File: src/rtl/bit_serializer_pkg.sv
// Shared state encodings for the serializer and the downstream "10010" detector.
package bit_serializer_pkg;

    // Serializer control states
    typedef enum logic [1:0] {
        SER_IDLE  = 2'b00,
        SER_SHIFT = 2'b01,
        SER_GAP   = 2'b10
    } ser_state_t;

    // Detector progress through "10010"; DET_S5 means the full pattern was just seen
    typedef enum logic [2:0] {
        DET_S0 = 3'd0,
        DET_S1 = 3'd1,
        DET_S2 = 3'd2,
        DET_S3 = 3'd3,
        DET_S4 = 3'd4,
        DET_S5 = 3'd5
    } det_state_t;

    // Width of the inter-word gap counter (GAP up to 15)
    localparam int GAP_CW = 4;

endpackage

File: src/rtl/bit_serializer.sv
// Parallel-to-serial feeder: takes words over valid/ready and shifts them out
// one bit per clock, with an optional fixed idle gap after every word.
module bit_serializer
    import bit_serializer_pkg::*;
#(
    parameter int WIDTH     = 8,
    parameter int GAP       = 0,
    parameter int MSB_FIRST = 1
)
(
    input  logic                      ck,
    input  logic                      rs,
    input  logic [WIDTH-1:0]          din,
    input  logic                      din_valid,
    output logic                      din_ready,
    output logic                      s_out,
    output logic                      s_valid,
    output logic                      busy,
    output logic [$clog2(WIDTH)-1:0]  bit_cnt
);

    localparam int                CW       = $clog2(WIDTH);
    localparam logic [CW-1:0]     LAST_BIT = CW'(WIDTH - 1);
    localparam logic [GAP_CW-1:0] GAP_LOAD = (GAP > 0) ? GAP_CW'(GAP - 1) : '0;

    ser_state_t        state;
    ser_state_t        state_nxt;
    logic [WIDTH-1:0]  shreg;
    logic [WIDTH-1:0]  shreg_nxt;
    logic [WIDTH-1:0]  shifted;
    logic [CW-1:0]     cnt_nxt;
    logic [GAP_CW-1:0] gap_cnt;
    logic [GAP_CW-1:0] gap_nxt;
    logic              last_bit;
    logic              take;

    assign last_bit = (bit_cnt == LAST_BIT);
    // din_ready is decoded from registered state only, so this is not a loop
    assign take     = din_valid & din_ready;
    // The bit on s_out is always at the leaving end; shift toward it
    assign shifted  = (MSB_FIRST != 0) ? {shreg[WIDTH-2:0], 1'b0}
                                       : {1'b0, shreg[WIDTH-1:1]};

    // Next-state and datapath update
    always_comb begin
        state_nxt = state;
        shreg_nxt = shreg;
        cnt_nxt   = bit_cnt;
        gap_nxt   = gap_cnt;
        case (state)
            SER_IDLE: begin
                if (take) begin
                    shreg_nxt = din;
                    cnt_nxt   = '0;
                    state_nxt = SER_SHIFT;
                end
            end
            SER_SHIFT: begin
                if (!last_bit) begin
                    shreg_nxt = shifted;
                    cnt_nxt   = bit_cnt + 1'b1;
                end else if (GAP > 0) begin
                    shreg_nxt = shifted;
                    cnt_nxt   = '0;
                    gap_nxt   = GAP_LOAD;
                    state_nxt = SER_GAP;
                end else if (take) begin
                    // Back-to-back reload: next word's first bit follows with no bubble
                    shreg_nxt = din;
                    cnt_nxt   = '0;
                end else begin
                    shreg_nxt = shifted;
                    cnt_nxt   = '0;
                    state_nxt = SER_IDLE;
                end
            end
            SER_GAP: begin
                if (gap_cnt == '0) begin
                    state_nxt = SER_IDLE;
                end else begin
                    gap_nxt = gap_cnt - 1'b1;
                end
            end
            default: begin
                // Unused encoding: recover to IDLE
                state_nxt = SER_IDLE;
                cnt_nxt   = '0;
                gap_nxt   = '0;
            end
        endcase
    end

    // State, shift register and counters; reset discards any word in flight
    always_ff @(posedge ck or negedge rs) begin
        if (!rs) begin
            state   <= SER_IDLE;
            shreg   <= '0;
            bit_cnt <= '0;
            gap_cnt <= '0;
        end else begin
            state   <= state_nxt;
            shreg   <= shreg_nxt;
            bit_cnt <= cnt_nxt;
            gap_cnt <= gap_nxt;
        end
    end

    // Moore output decode from registered state only
    always_comb begin
        s_out     = 1'b0;
        s_valid   = 1'b0;
        din_ready = 1'b0;
        busy      = (state != SER_IDLE);
        case (state)
            SER_IDLE: begin
                din_ready = 1'b1;
            end
            SER_SHIFT: begin
                s_valid   = 1'b1;
                s_out     = (MSB_FIRST != 0) ? shreg[WIDTH-1] : shreg[0];
                din_ready = (GAP == 0) && last_bit;
            end
            default: begin
                din_ready = 1'b0;
            end
        endcase
    end

endmodule
File: config.mk
export PLATFORM = sky130hd
export DESIGN_NAME = bit_serializer
export DESIGN_NICKNAME = d
export VERILOG_FILES = /design/src/rtl/bit_serializer_pkg.sv /design/src/rtl/bit_serializer.sv
export SDC_FILE = /design/constraint.sdc
export NUM_CORES = 1
export LEC_CHECK = 0
export CELL_PAD_IN_SITES_DETAIL_PLACEMENT = 0
export CELL_PAD_IN_SITES_GLOBAL_PLACEMENT = 1
export CORE_MARGIN = 1
export CORE_UTILIZATION = 37
export CTS_CLUSTER_SIZE = 30
export DETAILED_ROUTE_END_ITERATION = 8
export GPL_ROUTABILITY_DRIVEN = 0
export PLACE_DENSITY = 0.87
export SLEW_MARGIN = 20
export SYNTH_ARGS = -nofsm -noshare
export SYNTH_HDL_FRONTEND = slang
export SYNTH_SLANG_ARGS = --single-unit
File: constraint.sdc
create_clock -name ck -period 2.4 [get_ports ck]
set_input_delay 0.48 -clock ck [delete_from_list [all_inputs] [get_ports ck]]
set_output_delay 0.48 -clock ck [all_outputs]
set_load 0.005 [all_outputs]
==> impl_results.md <==
* EDFF count, synth at 0
* HP Start: shreg[1]
* Combinational family with the most area after synthesis: compound AO/OA/AOI/OAI gates
* Count leader, synth: dfrtp_1
* Syn Nets at 72
* Area after DPL at 811 um2
* PwrDens at 1020 mW/mm2
* First-pass iteration count of the detailed router at 6
* Hold-fix buffers, CTS at 0
* Slew Limit Fails at 0
* Remaining antenna violation count at 0
* Layout Cells excl Fill at 94
* Fmax at 446 MHz
* Critical Path RT at 1920 ps
* First DRT Iteration DRCs at 5
* Via count at 513
* Mapped Area at 647 um2
* Synth Instances at 59
* Compound-Gate Fraction of Synth Area at 0.164
* Via density at 5.46
* RSZ-0062 raised after global routing: false
* Starting Density at 0.410
* TritonCTS Buffers at 3
* Std-Cell Rows at 14
* Post-synthesis mux area share at 0.124
* Status: complete, but fails checks
* TNS Setup at 0 ps
* Clock Sinks at 12
* WL final at 1.24 mm
* DRC Markers at 3
* Per-cell routed wire length at 13.2 um
* Cell count after placement at 90
* Post-synthesis sequential element count at 12
* Die Area at 0.00192 mm2
* Static Leak at 0.392 nW
* Yosys top cell area share at 0.464
* Area Overhead vs Synth at 31.3%
* First-pass GRT wire length at 2.02 mm
* Num ports at 18
* Global-route usage over all layers at 0.147
* Synth top area cells: dfrtp_1 46%, mux2i_1 12%, a31oi_1 6.8%
* Library cells used by synthesis at 20
* Syn Area/Cell at 11.0 um2
* Startpoint types: flop
* Part of the Yosys area used for sequential elements at 0.464
* Total grt overflow at 0
* Final setup fails at 0
* Vias in the first global route at 454
* Initial antenna violation count at 0
* CTS tree: built
* Synth cell count leaders: 12 x dfrtp_1, 8 x mux2i_1, 8 x o21ai_1
* H-Tree Depth at 1
* Hold Path Class: reg -> reg
* Die Span X at 43.8 um
* Clock buffer depth at 2
* Warnings, synthesis at 0
* Max-cap viol count at 0
* Tcrit/Tclk final at 0.935
* Area of the multi-input gates at 300 um2
* XOR/XNOR Fraction of Synth Area at 0
* Post-Synth Simple-Gate Area at 0.133
* Critical Setup Path Class: reg -> out
* Clk slew on worst S/H paths at 80 ps
* Critical Path Fanout Max at 10
* Root Buffer: clkbuf_4
* Crit path from: bit_cnt[0]
* DP HPWL at 875 um
* Setup bufs post-CTS at 0
* Die H at 43.8 um
* Rel. slew slack at 0.633
* Final min period at 2240 ps
* Reg2reg start: bit_cnt[0]
* Final Hold Fails at 0
* N_diodes at 0
* Post-synth ARST share at 1.00
* Worst Tran Pin Value at 549 ps
* CP arrival at 1760 ps
* Final Cell Area at 850 um2
* Critical Path End Type: output port
* Adder-cell share of the synthesized area at 0.0387
* Fin Clk Skew at 5.01 ps
* Ys flop type: dfrtp_1
* Final nets at 92
* Skew-Pair Late Insertion Delay at 270 ps
* Fillers at 141
* Flip-flop and latch area at 300 um2
* Largest net degree at the start of global routing at 15
* Max rail drop VDD at 702 uV
* Failing checks: design-rule violations
* Port bufs at 17
* Synth area leader: dfrtp_1
* Share of cells above drive strength 1 at 0.167
* Core Region at 0.00158 mm2
cell families after synthesis:
| logic type | count (synthesis) |
|---|---|
| fa+ha+maj | 2 |
| buf+inv | 5 |
| mux | 8 |
| simple gates | 14 |
| flops | 12 |
| compound gates | 18 |
worst max-delay path, cell delays in order (launching register included):
cell	delay [ps]
dfrtp_1	410
ha_1	210
ha_2	230
nand2b_1	190
clkdlybuf4s50_1	460
worst paths after layout:
kind,slack [ps],cells past startpoint,end
max,160,4,din_ready
min,520,2,shreg[2]
max reg2reg,1020,5,shreg[1]
min reg2reg,520,2,shreg[2]
max in group asynchronous,1470,1,shreg[0]
min in group asynchronous,560,1,shreg[5]
area by class of cell:
class	instances	share of cell area
timing repair buffer	20	0.227
sequential	12	0.353
multi-input combinational	42	0.353
clock buffer	4	0.0427
tap	16	0.0236
state kept, by name, indices dropped and copies added, names as in the netlist:
register  flops
bit_cnt       3
shreg         8
state         1
layout by cell type, fill, tap and decap left out, drive strengths merged:
master	n
a22o	2
dfrtp	12
a31oi	7
clkbuf	4
buf	3
nand3	1
nand2	2
clkdlybuf4s50	17
nor2	1
and2	1
mux2i	8
nand2b	2
and3	7
o21ai	9
ha	2
repair_timing:
action	in CTS	in global routing
hold endpoints to repair	0	0
resized for setup	0	1
endpoints found under the setup margin	0	1
report_power, final:
part / internal (mW) / switching [mW] / total, mW
Sequential: 0.285 / 0.0633 / 0.348
Combinational: 0.220 / 0.136 / 0.356
Clock: 0.0921 / 0.0685 / 0.161
routing by layer:
layer / global-route usage / up-vias / routed length, um
met5: 0 / - / 0
met1: 0.204 / 239 / 632
met3: 0.0417 / 2 / 70
met2: 0.206 / 12 / 522
met4: 0.0750 / 0 / 17
li1: - / 260 / -
metrics by stage:
| step | util | power (mW) | hold WS (ps) | setup WS, ps |
|---|---|---|---|---|
| finish | 0.539 | 0.864 | 520 | 156 |
| global route | 0.539 | 0.930 | 554 | 48.0 |
| CTS | 0.537 | 0.872 | 523 | 61.1 |
| detailed placement | 0.514 | 0.707 | 504 | 365 |
| global placement | 0.514 | 0.700 | 502 | 398 |
| floorplan | - | 0.550 | 184 | 889 |
No activity file was read; power rests on OpenSTA's default activity.
